`config.mk`:
```
export PLATFORM = sky130hd
export DESIGN_NAME = brnch_cmp_seq
export DESIGN_NICKNAME = d
export VERILOG_FILES = /design/src/rtl/brnch_cmp_seq.sv
export SDC_FILE = /design/constraint.sdc
export NUM_CORES = 1
export LEC_CHECK = 0
export BUFFER_PORTS_ARGS = -buffer_cell sky130_fd_sc_hd__clkbuf_2
export CORE_AREA = 2 2 102 104
export DETAILED_ROUTE_END_ITERATION = 7
export DIE_AREA = 0 0 104 106
export HOLD_SLACK_MARGIN = 0.02
export MAX_ROUTING_LAYER = met4
export SYNTH_ARGS = -nofsm -noshare
export SYNTH_HDL_FRONTEND = slang
export SYNTH_SLANG_ARGS = --single-unit
```
`constraint.sdc`:
```
create_clock -name clk -period 3 [get_ports clk]
set_input_delay 0.15 -clock clk [delete_from_list [all_inputs] [get_ports clk]]
set_output_delay 0.15 -clock clk [all_outputs]
set_load 0.05 [all_outputs]
```
`src/rtl/brnch_cmp_seq.sv`:
```
// Iterative signed comparator producing cndM/brnch_typeM for the M stage.
// In: clk rst start flush a b brnch_typeE  Out: busy done cndM brnch_typeM
module brnch_cmp_seq #(
  parameter int XLEN  = 32,
  parameter int CHUNK = 8
) (
  input  logic            clk,
  input  logic            rst,
  input  logic            start,
  input  logic            flush,
  input  logic [XLEN-1:0] a,
  input  logic [XLEN-1:0] b,
  input  logic [1:0]      brnch_typeE,
  output logic            busy,
  output logic            done,
  output logic [1:0]      cndM,
  output logic [1:0]      brnch_typeM
);

  localparam int NCHUNK = XLEN / CHUNK;
  localparam int IW = (NCHUNK > 1) ? $clog2(NCHUNK) : 1;
  localparam logic [IW-1:0] LAST = IW'(NCHUNK - 1);

  typedef enum logic [1:0] {
    IDLE = 2'd0,
    CMP  = 2'd1,
    DONE = 2'd2
  } state_t;

  state_t          state_q, state_d;
  logic [XLEN-1:0] a_q, a_d;
  logic [XLEN-1:0] b_q, b_d;
  logic [1:0]      typ_q, typ_d;
  logic [1:0]      cnd_q, cnd_d;
  logic [IW-1:0]   idx_q, idx_d;
  logic            busy_q, busy_d;
  logic            done_q, done_d;

  // Operands shift left once per equal chunk, so the
  // chunk under test always sits in the top CHUNK bits.
  logic [CHUNK-1:0] ca, cb;
  logic             first;
  logic             gt, lt;

  assign ca    = a_q[XLEN-1 -: CHUNK];
  assign cb    = b_q[XLEN-1 -: CHUNK];
  assign first = (idx_q == '0);

  always_comb begin
    gt = 1'b0;
    lt = 1'b0;
    if (first) begin
      gt = $signed(ca) > $signed(cb);
      lt = $signed(ca) < $signed(cb);
    end else begin
      gt = ca > cb;
      lt = ca < cb;
    end
  end

  always_comb begin
    state_d = state_q;
    a_d     = a_q;
    b_d     = b_q;
    typ_d   = typ_q;
    cnd_d   = cnd_q;
    idx_d   = idx_q;
    if (flush) begin
      state_d = IDLE;
    end else begin
      unique case (state_q)
        IDLE: begin
          if (start) begin
            a_d     = a;
            b_d     = b;
            typ_d   = brnch_typeE;
            idx_d   = '0;
            state_d = CMP;
          end
        end
        CMP: begin
          if (gt) begin
            cnd_d   = 2'b10;
            state_d = DONE;
          end else if (lt) begin
            cnd_d   = 2'b00;
            state_d = DONE;
          end else if (idx_q == LAST) begin
            cnd_d   = 2'b11;
            state_d = DONE;
          end else begin
            a_d   = a_q << CHUNK;
            b_d   = b_q << CHUNK;
            idx_d = idx_q + 1'b1;
          end
        end
        DONE: begin
          if (start) begin
            a_d     = a;
            b_d     = b;
            typ_d   = brnch_typeE;
            idx_d   = '0;
            state_d = CMP;
          end else begin
            state_d = IDLE;
          end
        end
        default: state_d = IDLE;
      endcase
    end
    busy_d = (state_d == CMP);
    done_d = (state_d == DONE);
  end

  always_ff @(posedge clk) begin
    if (rst) begin
      state_q <= IDLE;
      a_q     <= '0;
      b_q     <= '0;
      typ_q   <= 2'b00;
      cnd_q   <= 2'b00;
      idx_q   <= '0;
      busy_q  <= 1'b0;
      done_q  <= 1'b0;
    end else begin
      state_q <= state_d;
      a_q     <= a_d;
      b_q     <= b_d;
      typ_q   <= typ_d;
      cnd_q   <= cnd_d;
      idx_q   <= idx_d;
      busy_q  <= busy_d;
      done_q  <= done_d;
    end
  end

  assign busy        = busy_q;
  assign done        = done_q;
  assign cndM        = cnd_q;
  assign brnch_typeM = typ_q;

endmodule

```
==> run metrics <==
status complete, no violations; fin crit share 0.903; slowest stage delay, CP 470 ps; Yosys cell types 34; Initial Utilization 0.343; Reg clk slew, reported paths 80 ps; Synth top area share 0.432; latest clock arrival within the worst-skew pair 350 ps; met1 Use GR 0.185; CTS root buffer clkbuf_8; post-synthesis sequential area ratio 0.432; die width 104 um; setup slack at placement 59.4 ps; HP Class in -> reg; setup TNS 0 ps; Syn Area/Cell 12.3 um2; Vias 2380; Sink Count 74; xor/xnor cell area share of the yosys netlist 0; Fin. Hold Viols 0; hold endpoint b_q[3]; post-CTS setup buffers 0; RSZ-0062 raised after global routing no; crit path buf inv count 2; Arr. time, crit path 2990 ps; post-synthesis mux area share 0.140; largest family of logic cells by synthesized area compound AO/OA/AOI/OAI gates; max-slew violations 0; Setup CP Type reg -> reg; max frequency 369 MHz; post-synthesis compound-gate area fraction 0.288; Crit-path slowest cell or2_2; PwrDens 528 nW/um2; WL final 7550 um; DRT iter0 DRCs 91; r2r startpoint b_q[31]; total track usage 0.147; CTS tree done; n_diodes 0; site row count 37; static leakage 0.00166 uW; Worst Clk Skew 8.52 ps; drt drc 0; Fill cells 986; cells along the critical path inv_1 > ha_1 > and4_1 > nand2_1 > or3_1 > o31a_1 > or2_2 > buf_4 > o2bb2ai_2; register area 1480 um2; IO Port Bufs 75; CP Launch Type flip-flop; R2R setup slack 290 ps; drt first pass iters 4; multi-input logic area 1770 um2; R2R Path End a_q[20]; Synthesis Warnings 0; Post-Synthesis Cell Area 3430 um2; crit end category flip-flop; antenna violations before repair 0; share of cells above drive strength 1 0.411; fin util 0.422; largest net degree at the start of global routing 51; endpoints failing setup 0; adder and majority gate portion of the synthesized area 0.0365; DP HPWL 5210 um; post-CTS sizing 0; actual slew at the worst max-slew pin 1120 ps; met3 Use GR 0.0319; Async SR Flop Fraction 0; Main synth FF type dfxtp_1; commonest non-fill, non-tap cell in the layout clkbuf_2; cell family with most CP delay simple AND/OR/NAND/NOR gates; commonest cells after routing, fill and taps aside 75 x clkbuf_2, 73 x dfxtp_1, 48 x mux2i_1, 48 x o2bb2ai_2, 16 x a22o_1; Post-synth EDFFs 0; Die Height 106 um; Area contributors post-synth dfxtp_1 43%, o2bb2ai_2 21%, mux2i_1 14%; worst hold path depth 2; H-Tree Depth 3; Bufs on Longest Clock Path 2; max_cap viols 0; Area Growth Syn to Fin 23.1%; Nets 443; crit path max fanout 13; first-pass GRT wire length 12400 um; Die Area 11000 um2; GPL Wtd Cong 0.787; register bit total from synthesis 74; met2 usage 0.228; vias in the first global route 2506; reg2reg path depth 9; Worst EP required 3280 ps; min Tclk post-route 2710 ps; peak supply drop 0.000226 V; global routing's busiest layer met2; WHS 29.5 ps; HP Start b[3]; wire per inst 15.0 um; Rel. slew slack 0.250; Core Area 10000 um2; I/O pins 76; Synth area leader dfxtp_1; Synth Net Count 359; final setup margin 291 ps; gr ovfl total 0; Post-Synthesis Cells 279; ANT nets after route 0; Synth Area in Simple Gates 0.0467; CTS Buf Count 9; mean number of vias per cell 4.73
## report_power, final
| part | internal (uW) | switching, uW | total (uW) |
|---|---|---|---|
| Sequential | 1030 | 35.9 | 1070 |
| Combinational | 155 | 179 | 333 |
| Clock | 459 | 367 | 826 |
## flip-flops by register name (all words and copies together), names as in the netlist
register	cells
a_q	32
busy	1
brnch_typeM	2
state_q	2
done	1
idx_q	2
b_q	32
cndM	2
## cells in the mapped netlist (2+ instances only)
cell,count
and4_1,3
a21oi_1,8
a211oi_1,2
buf_2,3
inv_1,13
buf_6,6
ha_1,10
buf_4,5
mux2i_1,48
nor2b_1,2
nand3_1,3
o2bb2ai_2,48
nor2_1,7
a22o_1,16
nand2_1,7
dfxtp_1,74
o21a_1,2
clkbuf_1,6
## cell families (layout without fill, tap and decap cells)
logic type / Yosys count / count (layout)
AND/OR/NAND/NOR: 30 / 31
flip-flops: 74 / 74
AO/OA/AOI/OAI: 83 / 83
buffers and inverters: 34 / 121
adder cells (fa/ha/maj): 10 / 10
multiplexers: 48 / 48
## per-layer routing
metal	wire (um)	vias up
met2	3440	53
met5	0	-
met3	271	9
met4	140	0
met1	3700	1094
li1	-	1224
## worst register-to-register path, delay by kind of cell (launching register included)
kind            cells  cell delay, ps
compound gates      2             450
fa+ha+maj           1             320
buf+inv             2             320
flops               1             360
simple gates        4            1190
## timing repair
item	4_1_cts	5_1_grt
setup endpoints to repair	0	34
hold buffers	8	1
endpoints found under the hold margin	8	1
## layout make-up
type                    count  area share
flip-flops and latches     74       0.351
multi-input cells         172       0.419
clock inverters             6      0.0196
inverters                  13      0.0116
repair buffers             93       0.129
well taps                 136      0.0403
clock buffers               9      0.0293
## worst max-delay path by stage
stage	to	startpoint	slack [ps]	cells past startpoint
6_report	a_q[20]	b_q[31]	290	9
5_1_grt	a_q[14]	b_q[25]	140	8
4_1_cts	b_q[24]	b_q[25]	6	9
3_5_place_dp	b_q[26]	b_q[25]	60	9
3_3_place_gp	b_q[25]	b_q[31]	100	9
2_1_floorplan	b_q[4]	b_q[31]	710	10
## through the flow
step / area [um2] / std cells / total power [uW]
floorplan: 3430 / 279 / 1320
global placement: 3920 / 478 / 1410
detailed placement: 3920 / 478 / 1420
CTS: 4200 / 501 / 2250
global route: 4220 / 503 / 2330
finish: 4220 / 503 / 2230
No activity file was read; power rests on OpenSTA's default activity.
